[src/rtl/uart_reg_responder.sv]
// Byte-level register command responder behind a UART: decodes write (0x57,addr,data)
// and read (0x52,addr) frames against an 8-bit register file and returns one response byte.
module uart_reg_responder #(
    parameter int baudrate = 9600,
    parameter int clk_frec = 50000000,
    parameter int reg_num  = 16,
    parameter int to_bits  = 20
) (
    input  logic                   clk,
    input  logic                   arstn,
    input  logic [7:0]             byte_rx,
    input  logic                   new_byte_rx,
    input  logic                   done_tx,
    output logic [7:0]             byte_tx,
    output logic                   start_tx,
    output logic [reg_num*8-1:0]   regs_out,
    output logic                   busy,
    output logic [7:0]             drop_cnt
);

    localparam longint TO_LIMIT_L = (longint'(to_bits) * longint'(clk_frec)) / longint'(baudrate);
    localparam int     TO_W       = $clog2(TO_LIMIT_L) + 1;
    localparam logic [TO_W-1:0] TO_LIMIT = TO_W'(TO_LIMIT_L);
    localparam logic [8:0] REG_NUM_9 = 9'(reg_num);

    localparam logic [7:0] OP_WR   = 8'h57;
    localparam logic [7:0] OP_RD   = 8'h52;
    localparam logic [7:0] RSP_ACK = 8'h06;
    localparam logic [7:0] RSP_NAK = 8'h15;

    localparam logic [2:0] IDLE     = 3'd0;
    localparam logic [2:0] GET_ADDR = 3'd1;
    localparam logic [2:0] GET_DATA = 3'd2;
    localparam logic [2:0] TX_REQ   = 3'd3;
    localparam logic [2:0] TX_LOW   = 3'd4;
    localparam logic [2:0] TX_HIGH  = 3'd5;

    logic [2:0]      state_r, state_nxt_s;
    logic            is_wr_r, is_wr_nxt_s;
    logic [7:0]      addr_r, addr_nxt_s;
    logic            addr_ok_r, addr_ok_nxt_s;
    logic [7:0]      resp_r, resp_nxt_s;
    logic [TO_W-1:0] to_cnt_r;
    logic            wr_en_s;
    logic            load_tx_s;
    logic            addr_in_range_s;
    logic            timeout_s;
    logic            counting_s;
    logic            tx_phase_s;
    logic [7:0]      rd_val_s;

    assign addr_in_range_s = ({1'b0, byte_rx} < REG_NUM_9);
    assign timeout_s       = (to_cnt_r == TO_LIMIT);
    assign counting_s      = (state_r == GET_ADDR) || (state_r == GET_DATA);
    assign tx_phase_s      = (state_r == TX_REQ) || (state_r == TX_LOW) || (state_r == TX_HIGH);

    // Read-data mux indexed by the byte currently on byte_rx (the address strobe cycle)
    always_comb begin
        rd_val_s = 8'h00;
        for (int k = 0; k < reg_num; k++) begin
            rd_val_s = (byte_rx == 8'(k)) ? regs_out[k*8 +: 8] : rd_val_s;
        end
    end

    // Frame decoder next-state and response selection
    always_comb begin
        state_nxt_s   = state_r;
        is_wr_nxt_s   = is_wr_r;
        addr_nxt_s    = addr_r;
        addr_ok_nxt_s = addr_ok_r;
        resp_nxt_s    = resp_r;
        wr_en_s       = 1'b0;
        load_tx_s     = 1'b0;
        case (state_r)
            IDLE: begin
                if (new_byte_rx) begin
                    if (byte_rx == OP_WR) begin
                        state_nxt_s = GET_ADDR;
                        is_wr_nxt_s = 1'b1;
                    end else if (byte_rx == OP_RD) begin
                        state_nxt_s = GET_ADDR;
                        is_wr_nxt_s = 1'b0;
                    end else begin
                        state_nxt_s = TX_REQ;
                        resp_nxt_s  = RSP_NAK;
                    end
                end else begin
                    state_nxt_s = IDLE;
                end
            end
            GET_ADDR: begin
                if (new_byte_rx) begin
                    addr_nxt_s    = byte_rx;
                    addr_ok_nxt_s = addr_in_range_s;
                    if (is_wr_r) begin
                        state_nxt_s = GET_DATA;
                    end else begin
                        state_nxt_s = TX_REQ;
                        resp_nxt_s  = addr_in_range_s ? rd_val_s : RSP_NAK;
                    end
                end else if (timeout_s) begin
                    state_nxt_s = IDLE;
                end else begin
                    state_nxt_s = GET_ADDR;
                end
            end
            GET_DATA: begin
                // Data byte is always consumed; an out-of-range address only suppresses the write
                if (new_byte_rx) begin
                    wr_en_s     = addr_ok_r;
                    resp_nxt_s  = addr_ok_r ? RSP_ACK : RSP_NAK;
                    state_nxt_s = TX_REQ;
                end else if (timeout_s) begin
                    state_nxt_s = IDLE;
                end else begin
                    state_nxt_s = GET_DATA;
                end
            end
            TX_REQ: begin
                if (done_tx) begin
                    load_tx_s   = 1'b1;
                    state_nxt_s = TX_LOW;
                end else begin
                    state_nxt_s = TX_REQ;
                end
            end
            TX_LOW: begin
                if (!done_tx) begin
                    state_nxt_s = TX_HIGH;
                end else begin
                    state_nxt_s = TX_LOW;
                end
            end
            TX_HIGH: begin
                if (done_tx) begin
                    state_nxt_s = IDLE;
                end else begin
                    state_nxt_s = TX_HIGH;
                end
            end
            default: begin
                state_nxt_s = IDLE;
            end
        endcase
    end

    // Control state, decoded frame fields and busy flag
    always_ff @(posedge clk or negedge arstn) begin
        if (!arstn) begin
            state_r   <= IDLE;
            is_wr_r   <= 1'b0;
            addr_r    <= 8'h00;
            addr_ok_r <= 1'b0;
            resp_r    <= 8'h00;
            busy      <= 1'b0;
        end else begin
            state_r   <= state_nxt_s;
            is_wr_r   <= is_wr_nxt_s;
            addr_r    <= addr_nxt_s;
            addr_ok_r <= addr_ok_nxt_s;
            resp_r    <= resp_nxt_s;
            busy      <= (state_nxt_s != IDLE);
        end
    end

    // Inter-byte timeout counter, active only while waiting for addr/data bytes
    always_ff @(posedge clk or negedge arstn) begin
        if (!arstn) begin
            to_cnt_r <= '0;
        end else if (new_byte_rx) begin
            to_cnt_r <= '0;
        end else if (counting_s && !timeout_s) begin
            to_cnt_r <= to_cnt_r + TO_W'(1);
        end else begin
            to_cnt_r <= '0;
        end
    end

    // Register file write port
    always_ff @(posedge clk or negedge arstn) begin
        if (!arstn) begin
            regs_out <= '0;
        end else begin
            for (int k = 0; k < reg_num; k++) begin
                if (wr_en_s && (addr_r == 8'(k))) begin
                    regs_out[k*8 +: 8] <= byte_rx;
                end
            end
        end
    end

    // Transmit handshake: one-cycle start pulse with byte_tx loaded on the same edge
    always_ff @(posedge clk or negedge arstn) begin
        if (!arstn) begin
            start_tx <= 1'b0;
            byte_tx  <= 8'h00;
        end else begin
            start_tx <= load_tx_s;
            if (load_tx_s) begin
                byte_tx <= resp_r;
            end
        end
    end

    // Saturating count of bytes arriving while a response is pending or in flight
    always_ff @(posedge clk or negedge arstn) begin
        if (!arstn) begin
            drop_cnt <= 8'h00;
        end else if (new_byte_rx && tx_phase_s && (drop_cnt != 8'hFF)) begin
            drop_cnt <= drop_cnt + 8'd1;
        end
    end

endmodule

[config.mk]
export PLATFORM = sky130hd
export DESIGN_NAME = uart_reg_responder
export DESIGN_NICKNAME = d
export VERILOG_FILES = /design/src/rtl/uart_reg_responder.sv
export SDC_FILE = /design/constraint.sdc
export NUM_CORES = 1
export LEC_CHECK = 0
export ABC_AREA = 1
export BUFFER_PORTS_ARGS = -buffer_cell sky130_fd_sc_hd__buf_2
export CAP_MARGIN = 20
export CORE_ASPECT_RATIO = 2
export CORE_MARGIN = 5
export CORE_UTILIZATION = 30
export CTS_BUF_LIST = sky130_fd_sc_hd__clkbuf_4 sky130_fd_sc_hd__clkbuf_8 sky130_fd_sc_hd__clkbuf_16
export DETAILED_ROUTE_END_ITERATION = 12
export MAX_ROUTING_LAYER = met4
export PLACE_DENSITY = 0.47
export SLEW_MARGIN = 20
export SYNTH_ARGS = -nofsm -noshare
export SYNTH_HDL_FRONTEND = slang
export SYNTH_SLANG_ARGS = --single-unit
[constraint.sdc]
create_clock -name clk -period 3.38 [get_ports clk]
set_input_delay 0.676 -clock clk [delete_from_list [all_inputs] [get_ports clk]]
set_output_delay 0.676 -clock clk [all_outputs]
set_load 0.03 [all_outputs]
==> results of run 1 <==
## metal layers
layer	track usage [%]	routed length [um]	vias to the layer above	part of all wire (%)
met4	10.0	1450	0	4.5
met1	21.3	11600	3664	36
met2	39.8	18100	200	56
li1	-	-	3677	-
met3	2.81	1000	65	3.1
met5	-	0	-	0
## per-stage QoR
step / cell area (um^2) / utilization [%]
after detailed placement: 9600 / 34.7
after global routing: 10200 / 36.9
final: 10200 / 36.9
after global placement: 9600 / 34.7
after floorplan: 8430 / -
after CTS: 10200 / 36.9
## kinds of logic after synthesis
| group | Yosys count | synth area share [%] |
|---|---|---|
| muxes | 1 | 0.134 |
| adders and majority gates | 3 | 0.445 |
| xor gates and xnor gates | 10 | 1.04 |
| DFF | 185 | 54.9 |
| buffers and inverters | 114 | 5.31 |
| AOI/OAI and AO/OA | 181 | 11.1 |
| and+or+nand+nor | 541 | 27.1 |
## critical path: stages
cell and delay, ns:
buf_2 0.11, nor2_1 0.06, nand2_2 0.29, inv_2 0.17, nand2_1 0.11, nor2_1 0.13
nand2_1 0.10, nand2_1 0.05, nor2_1 0.29, nand4_1 0.16, a21oi_1 0.22, nand4_1 0.12
nor2_1 0.23, nand3_1 0.11, nand2_1 0.14, nand2_1 0.07, nand2_1 0.06, nand2_1 0.04
## area by class of cell
cell class,count,area (um^2)
Fill cell,2948,17500
Clock buffer,19,453
Sequential cell,185,4630
Multi-Input combinational cell,736,3350
Clock inverter,13,141
Inverter,83,312
Timing Repair Buffer,165,867
Tap cell,352,440
## where the power goes
part / internal (mW) / leakage [nW] / switching, mW
Clock: 1.14 / 0.292 / 0.934
Combinational: 0.293 / 2.26 / 0.794
Sequential: 2.40 / 2.52 / 0.154
## state kept, by name, indices dropped and copies added, names as in the netlist
| signal | cells |
|---|---|
| busy | 1 |
| byte_tx | 8 |
| start_tx | 1 |
| addr_ok_r | 1 |
| regs_out | 128 |
| drop_cnt | 8 |
| to_cnt_r | 18 |
| is_wr_r | 1 |
| resp_r | 8 |
| addr_r | 8 |
| state_r | 3 |
## worst paths after layout
check	to	slack, ns	depth (start not counted)
hold reg to reg	byte_tx[5]	0.47	2
max in group asynchronous	regs_out[64]	2.26	2
setup / recovery	resp_r[5]	0.57	18
min in group clk	byte_tx[5]	0.47	2
setup reg to reg	regs_out[123]	0.83	5
hold / removal	to_cnt_r[14]	0.19	1
## cells in the final DEF (no fill, tap or decap), types with 9 or more instances in the layout
master and count:
a21oi_1 27, inv_1 75, nand4_1 22, nor2_1 79, nand2_1 346, dfrtp_1 185, nand3_1 30, buf_2 156
clkbuf_16 17, nor3_1 31, o21ai_1 9, o21ai_0 134
==> flow_metrics.py, run 1 <==
metrics = {
    "outcome": {
        "status": "finished, final reports clean",
    },
    "routing": {
        "avgViaCountPerCell": 4.90,
        "wl_per_cell_um": 20.7,
        "via_count": 7606,
        "drtPass1Iterations": 5,
        "final_antenna_net_count": 0,
        "finalWirelength_mm": 32.1,
        "drt_iter0_drc": 476,
        "drc": 0,
    },
    "synth": {
        "postSynthAreaPerCell_um2": 8.14,
        "netlist_instances": 1035,
        "ys_seq_elements": 185,
        "synth.most_common_cell": "nand2_1",
        "synth_top_area_share_pct": 54.9,
        "yosysUniqueCellTypes": 39,
        "syn-cell-area_mm2": 0.00843,
        "seq_area_frac_synth_pct": 54.9,
        "synthFlopType": "dfrtp_1",
        "syn_nets": 1050,
        "yosys-top-cells-count": "nand2_1, dfrtp_1, o21ai_0",
        "synth-edff-count": 0,
        "postSynth.asyncResetShare_pct": 100,
        "synth_top_cell_by_area": "dfrtp_1",
        "yosysWarnings": 0,
        "ys_top_cells_by_area": "dfrtp_1, nand2_1, o21ai_0, nor2_1, inv_1",
    },
    "worst_setup_path": {
        "startpoint": "byte_rx[5]",
        "path_max_fanout": 14,
        "cp.required_ns": 3.73,
        "crit_type": "input pin to flip-flop",
        "cp-end-kind": "flip-flop",
        "timing.rr.start": "state_r[2]",
        "start_kind": "input pin",
        "critPathArrivalTime_ns": 3.15,
    },
    "die": {
        "core_area_mm2": 0.0277,
        "die_w_um": 129,
        "rows": 86,
        "ios": 158,
        "initial_utilization_pct": 30.5,
        "die-area_mm2": 0.0318,
        "fp.dieH_um": 247,
    },
    "final_layout": {
        "areaGrowthSynthToFinish_pct": 20.9,
        "antenna_cells": 0,
        "stdcell_count": 1553,
        "nNetsFinal": 1203,
        "drive_gt1_share_pct": 18.5,
    },
    "cts": {
        "cts_hold_buf": 0,
        "insertion_delay_ns": 0.46,
        "clockRootBuffer": "clkbuf_16",
        "ctsResizeCount": 0,
        "clockBufferDepth": 2,
        "cts-buffers-inserted": 17,
        "htreeDepth": 4,
        "post_cts_buffers": 0,
        "cts.clk_slew.worst_paths_ns": 0.07,
        "cts_tree": "built",
        "cts_sinks": 185,
    },
    "power_and_ir_drop": {
        "leakage_nw": 5.07,
        "p_per_area_mw_per_mm2": 560,
        "totalPowerFinal_mw": 5.71,
        "ir_worst_vdd_mv": 0.322,
    },
    "timing": {
        "clock_skew_ns": 0.0100,
        "whs_ns": 0.193,
        "maxSlewHeadroom_pct": 39.0,
        "setup_ws_ns": 0.572,
        "tightest_slew_ns": 0.914,
        "hold_violations": 0,
        "drv_slew": 0,
        "rsz0062_at_grt": "false",
        "setup_tns_ns": 0,
        "min_period_over_period_pct": 83.1,
        "fmax_mhz": 356,
        "setup_violations": 0,
        "min_period_ns": 2.81,
    },
    "global_route": {
        "track_usage_pct": 21.2,
        "grt_antenna_before_repair": 0,
        "overflow": 0,
        "grt_pass1_wl_mm": 48.2,
        "grt_pass1_vias": 7958,
        "grt_max_degree": 82,
    },
    "placement": {
        "gp_congestion": 0.921,
        "place_inst": 1521,
        "hpwl_mm": 24.5,
        "numPortBuffers": 157,
        "place_ws_ns": 0.126,
    },
    "worst_hold_path": {
        "hold_path_class": "input pin to asynchronous set/reset pin",
    },
    "flow_run": {
        "cap_violations": 0,
    },
}
Note: power is estimated with default switching activity, not from simulation.
==> run 2: changes to the inputs <==
==> constraint.sdc (replaced) <==
create_clock -name clk -period 2.8 [get_ports clk]
set_input_delay 0.56 -clock clk [delete_from_list [all_inputs] [get_ports clk]]
set_output_delay 0.56 -clock clk [all_outputs]
set_load 0.03 [all_outputs]
==> run 2 against run 1 <==
Against the previous run:
- cell count is 2.0% higher
- first-iteration DRC count is 17% lower
- clock power is 17% higher
- via count is 0.29% higher
- utilization is 0.86 points higher
- critical path depth is 10 lower
- non-clock buffer count is 30 higher
- global-route usage is 0.25 points higher
- die area stayed put
- power is 20% higher
- critical path type is now flip-flop to flip-flop
- highest routed layer unchanged
==> flow_metrics.py, run 2 (synthesis gave the netlist of run 1 again) <==
metrics = {
    "final_layout": {
        "nNetsFinal": 1233,
        "drive_gt1_share_pct": 20.5,
        "final_util_pct": 37.7,
        "largest_register_ffs": 128,
        "top_register": "regs_out",
        "reg.largest.list": "regs_out x128, to_cnt_r x18",
        "layout_common_cells": "nand2_1, dfrtp_1, buf_2, o21ai_0, nor2_1",
        "nFillCells": 2943,
        "areaGrowthSynthToFinish_pct": 23.8,
        "final_common_cell": "nand2_1",
    },
    "timing": {
        "min_period_over_period_pct": 79.9,
        "rsz0062_at_grt": "false",
        "hold_violations": 0,
        "setup_ws_ns": 0.562,
        "setup_violations": 0,
        "min_period_ns": 2.24,
        "fmax_mhz": 447,
        "tightest_slew_ns": 0.604,
        "maxSlewHeadroom_pct": 59.2,
        "clock_skew_ns": 0.00828,
        "whs_ns": 0.0959,
        "drv_slew": 0,
        "setup_tns_ns": 0,
    },
    "flow_run": {
        "cap_violations": 0,
    },
    "routing": {
        "wl_met3_mm": 1.38,
        "via_count": 7628,
        "drt_iter0_drc": 393,
        "drc": 0,
        "final_antenna_net_count": 0,
        "maxUsedRoutingLayer": "met4",
        "avgViaCountPerCell": 4.82,
        "wl_per_cell_um": 20.4,
        "drtPass1Iterations": 5,
        "finalWirelength_mm": 32.3,
        "route.met2.wl_mm": 17.9,
        "wl_met1_mm": 11.4,
    },
    "die": {
        "fp.dieH_um": 247,
        "die-area_mm2": 0.0318,
        "core_area_mm2": 0.0277,
        "ios": 158,
        "initial_utilization_pct": 30.5,
        "rows": 86,
        "die_w_um": 129,
    },
    "worst_hold_path": {
        "hold_path_class": "input pin to asynchronous set/reset pin",
    },
    "cts": {
        "htreeDepth": 4,
        "clockBufferDepth": 2,
        "cts_hold_buf": 0,
        "cts-buffers-inserted": 17,
        "cts_sinks": 185,
        "cts_tree": "built",
        "post_cts_buffers": 0,
        "clockRootBuffer": "clkbuf_16",
        "ctsResizeCount": 0,
        "insertion_delay_ns": 0.45,
        "cts.clk_slew.worst_paths_ns": 0.07,
    },
    "placement": {
        "gp_congestion": 0.877,
        "hpwl_mm": 24.7,
        "numPortBuffers": 157,
        "place_ws_ns": 0.0715,
    },
    "worst_setup_path": {
        "start_kind": "flip-flop",
        "cp.required_ns": 3.12,
        "crit_type": "flip-flop to flip-flop",
        "critPathArrivalTime_ns": 2.56,
        "cp-end-kind": "flip-flop",
        "path_max_fanout": 16,
        "r2r_cells": 8,
        "reg2reg_slack_ns": 0.56,
    },
    "global_route": {
        "grt_pass1_vias": 7999,
        "overflow": 0,
        "grt_pass1_wl_mm": 48.5,
        "track_usage_pct": 21.5,
        "grt_max_degree": 63,
        "grt_antenna_before_repair": 1,
    },
    "power_and_ir_drop": {
        "leakage_nw": 5.21,
        "pwr-share-clk_pct": 35.3,
        "p_int_mw": 4.61,
        "pwr-share-comb_pct": 19.7,
        "seqPwrFrac_pct": 45.0,
        "p_per_area_mw_per_mm2": 656,
        "ir_worst_vdd_mv": 0.428,
        "p_sw_mw": 2.24,
        "swShare_pct": 32.7,
    },
    "outcome": {
        "status": "finished, final reports clean",
    },
}
-- run 2: worst paths after layout --
check	from	endpoint
min reg2reg	byte_tx[5]	byte_tx[5]
min	arstn	to_cnt_r[4]
max reg2reg	state_r[2]	regs_out[51]
min in group clk	byte_rx[3]	addr_r[3]
max	state_r[2]	regs_out[51]
max in group asynchronous	arstn	regs_out[33]
-- run 2: metal layers --
layer,up-vias,GRT usage (%)
li1,3730,-
met2,213,39.4
met5,-,-
met4,0,11.2
met1,3622,21.3
met3,63,3.80
-- run 2: through the flow --
stage	power (mW)	cells	area (um^2)
detailed placement	4.50	1551	9850
finish	6.85	1584	10400
floorplan	3.99	1035	8430
global route	7.21	1584	10400
global placement	4.49	1551	9850
CTS	6.95	1583	10400
-- run 2: worst max-delay path, cell delays in order, from the launching register on --
cell and delay (ns):
dfrtp_1 0.45, nor3_1 0.34, nand2_1 0.22, nor2_2 0.36
buf_4 0.22, nand2_1 0.14, buf_4 0.23, nand2_1 0.06
o21ai_0 0.08
-- run 2: layout make-up --
class | count | area [um^2] | area share [%]
Clock buffer | 22 | 488 | 4.68
Antenna cell | 1 | 2.50 | 0.0240
Clock inverter | 10 | 91.3 | 0.876
Timing Repair Buffer | 195 | 1120 | 10.7
Tap cell | 352 | 440 | 4.22
Inverter | 83 | 312 | 2.99
Multi-Input combinational cell | 736 | 3350 | 32.1
Sequential cell | 185 | 4630 | 44.4
-- run 2: power by group through the flow --
stage / combinational, mW / sequential, mW / clock, mW
2_1_floorplan: 0.673 / 3.31 / 0
4_1_cts: 1.37 / 3.08 / 2.49
3_5_place_dp: 1.37 / 3.13 / 0
5_1_grt: 1.51 / 3.11 / 2.59
6_report: 1.35 / 3.08 / 2.42
3_3_place_gp: 1.36 / 3.13 / 0
==> run 3: changes to the inputs <==
--- a/config.mk
+++ b/config.mk
@@ -5,7 +5,7 @@
 export SDC_FILE = /design/constraint.sdc
 export NUM_CORES = 1
 export LEC_CHECK = 0
-export ABC_AREA = 1
+export ABC_AREA = 0
 export BUFFER_PORTS_ARGS = -buffer_cell sky130_fd_sc_hd__buf_2
 export CAP_MARGIN = 20
 export CORE_ASPECT_RATIO = 2
==> constraint.sdc (replaced) <==
create_clock -name clk -period 2.2 [get_ports clk]
set_input_delay 0.44 -clock clk [delete_from_list [all_inputs] [get_ports clk]]
set_output_delay 0.44 -clock clk [all_outputs]
set_load 0.03 [all_outputs]
==> run 3 against run 2 <==
Against the previous run:
- the flow now finishes with violations (negative setup slack)
- count of clock-buffer cells in the layout unchanged
- register-to-register slack lost 0.58 ns
- power grew 34%
- worst setup slack worse by 0.58 ns
- die area increased by 6.2%
- global-route usage decreased by 1.2 points
- clock skew increased by 0.0017 ns
- maximum frequency is 1.1% higher
- largest cell class unchanged
- highest routed layer unchanged
==> flow_metrics.py, run 3 <==
metrics = {
    "outcome": {
        "status": "complete, but fails checks",
        "violations": "negative setup slack",
    },
    "cts": {
        "htreeDepth": 4,
        "clockBufferDepth": 2,
        "cts_tree": "built",
        "cts-buffers-inserted": 17,
        "cts_sinks": 185,
        "cts.clk_slew.worst_paths_ns": 0.07,
        "clockRootBuffer": "clkbuf_16",
        "insertion_delay_ns": 0.46,
    },
    "worst_hold_path": {
        "hold_path_class": "input pin to flip-flop",
        "hold_start": "done_tx",
        "min_to": "state_r[0]",
        "min_path_cells": 2,
    },
    "worst_setup_path": {
        "reg2reg_slack_ns": -0.01,
        "path_max_fanout": 8,
        "cp.required_ns": 2.54,
        "r2r_cells": 7,
        "start_kind": "flip-flop",
        "timing.rr.start": "state_r[0]",
        "r2r_end": "regs_out[21]",
        "critPathArrivalTime_ns": 2.56,
        "crit_type": "flip-flop to flip-flop",
        "cp-end-kind": "flip-flop",
    },
    "synth": {
        "seq_area_frac_synth_pct": 51.5,
        "synth_top_cell_by_area": "dfrtp_1",
        "synthFlopType": "dfrtp_1",
        "yosys-top-cells-count": "dfrtp_1, mux2_2, nand2_1",
        "postSynth.asyncResetShare_pct": 100,
        "netlist_instances": 769,
        "synth.most_common_cell": "dfrtp_1",
        "yosysWarnings": 0,
        "syn_nets": 784,
        "synth-edff-count": 0,
        "synth_top_area_share_pct": 51.5,
        "yosysUniqueCellTypes": 71,
        "ys_top_cells_by_area": "dfrtp_1, mux2_2, nand2_1, mux4_2, nor2_1",
        "postSynthAreaPerCell_um2": 11.7,
        "syn-cell-area_mm2": 0.00899,
        "ys_seq_elements": 185,
    },
    "timing": {
        "setup_tns_ns": -0.0914,
        "whs_ns": 0.296,
        "tightest_slew_ns": 0.632,
        "rsz0062_at_grt": "true",
        "drv_slew": 0,
        "maxSlewHeadroom_pct": 57.7,
        "fmax_mhz": 452,
        "min_period_ns": 2.21,
        "min_period_over_period_pct": 101,
        "hold_violations": 0,
        "setup_ws_ns": -0.0137,
        "setup_violations": 13,
        "clock_skew_ns": 0.00999,
    },
    "global_route": {
        "track_usage_pct": 20.3,
        "grt_pass1_vias": 7866,
        "grt_pass1_wl_mm": 49.9,
        "grt_antenna_before_repair": 0,
        "overflow": 0,
        "grt_max_degree": 57,
    },
    "placement": {
        "placed_cell_area_mm2": 0.0113,
        "numPortBuffers": 157,
        "gp_congestion": 0.957,
        "hpwl_mm": 25.5,
    },
    "die": {
        "rows": 89,
        "die-area_mm2": 0.0337,
        "fp.dieH_um": 255,
        "ios": 158,
        "initial_utilization_pct": 30.5,
        "die_w_um": 132,
        "core_area_mm2": 0.0295,
    },
    "routing": {
        "finalWirelength_mm": 33.2,
        "drt_iter0_drc": 430,
        "via_count": 7406,
        "drtPass1Iterations": 5,
        "final_antenna_net_count": 0,
        "wl_per_cell_um": 23.6,
        "avgViaCountPerCell": 5.27,
        "drc": 0,
    },
    "power_and_ir_drop": {
        "seqPwrFrac_pct": 43.2,
        "p_int_mw": 6.33,
        "p_sw_mw": 2.84,
        "ir_worst_vdd_mv": 0.489,
        "pwr-share-comb_pct": 20.8,
        "leakage_nw": 6.03,
        "swShare_pct": 30.9,
        "pwr-share-clk_pct": 36.0,
        "p_per_area_mw_per_mm2": 752,
    },
    "final_layout": {
        "areaGrowthSynthToFinish_pct": 35.6,
        "final_common_cell": "dfrtp_1",
        "antenna_cells": 0,
        "fin_area_mm2": 0.0122,
        "reg.largest.list": "regs_out x128, to_cnt_r x18",
        "nNetsFinal": 1043,
        "drive_gt1_share_pct": 48.0,
        "nFillCells": 2872,
        "top_register": "regs_out",
        "layout_common_cells": "dfrtp_1, buf_2, buf_4, mux2_2, nand2_1",
        "largest_register_ffs": 128,
    },
    "flow_run": {
        "cap_violations": 0,
    },
}
run 3: cell type report:
type | count | area, um^2 | area share (%)
clock buffer | 22 | 482 | 3.95
timing repair buffer | 294 | 2060 | 16.9
clock inverter | 10 | 139 | 1.14
tap | 364 | 455 | 3.74
sequential | 185 | 4630 | 38.0
inverter | 12 | 45.0 | 0.369
multi-input combinational | 518 | 4380 | 36.0
run 3: logic make-up after synthesis:
logic type / synth area share [%]
DFF: 51.5
muxes: 21.5
AOI/OAI and AO/OA: 8.72
and+or+nand+nor: 12.7
xor gates and xnor gates: 2.24
adders and majority gates: 0.418
buffers and inverters: 2.87
run 3: what timing repair did:
| item | 4_1_cts | 5_1_grt |
|---|---|---|
| hold buffers | 1 | 0 |
| endpoints found under the setup margin | 87 | 129 |
| resized for setup | 11 | 67 |
| setup buffers | 0 | 2 |
| hold endpoints to repair | 48 | 0 |
| pin swaps | 4 | 6 |
run 3: power by group through the flow:
stage               registers, mW  clock network (mW)  logic, mW
floorplan                    4.17                   0      0.927
global placement             4.01                   0       1.87
detailed placement           4.01                   0       1.88
CTS                          3.96                3.39       1.89
global route                 4.00                3.52       2.07
finish                       3.96                3.30       1.91
run 3: worst max path at each step:
stage	start	to	cells after the start
after CTS	state_r[2]	regs_out[68]	7
after detailed placement	byte_rx[0]	resp_r[4]	9
after floorplan	state_r[2]	regs_out[17]	7
final	state_r[0]	regs_out[21]	7
after global routing	state_r[0]	regs_out[119]	7
after global placement	byte_rx[0]	resp_r[4]	9
run 3: routing by layer:
| metal | up-vias | wire length, um | GRT usage, % | part of all wire [%] |
|---|---|---|---|---|
| li1 | 3317 | - | - | - |
| met1 | 3805 | 12500 | 21.6 | 38 |
| met2 | 211 | 17700 | 35.7 | 53 |
| met3 | 73 | 1260 | 3.83 | 3.8 |
| met4 | 0 | 1700 | 10.2 | 5.1 |
| met5 | - | 0 | - | 0 |
run 3: through the flow:
stage               cells  power [mW]  setup WS [ns]  utilization (%)
finish               1405        9.17        -0.0137             41.3
global route         1405        9.59         -0.139             41.3
CTS                  1403        9.24        -0.0753             40.4
detailed placement   1371        5.89         -0.334             38.1
global placement     1371        5.88         -0.330             38.1
floorplan             769        5.10        -0.0138                -
run 3: worst max-delay path: stages (launching register included):
cell and delay (ns):
dfrtp_1 0.39, nor4bb_1 0.27, buf_4 0.16, nand4_1 0.12, or3b_4 0.50, nor3_4 0.17
buf_12 0.17, mux2_4 0.30
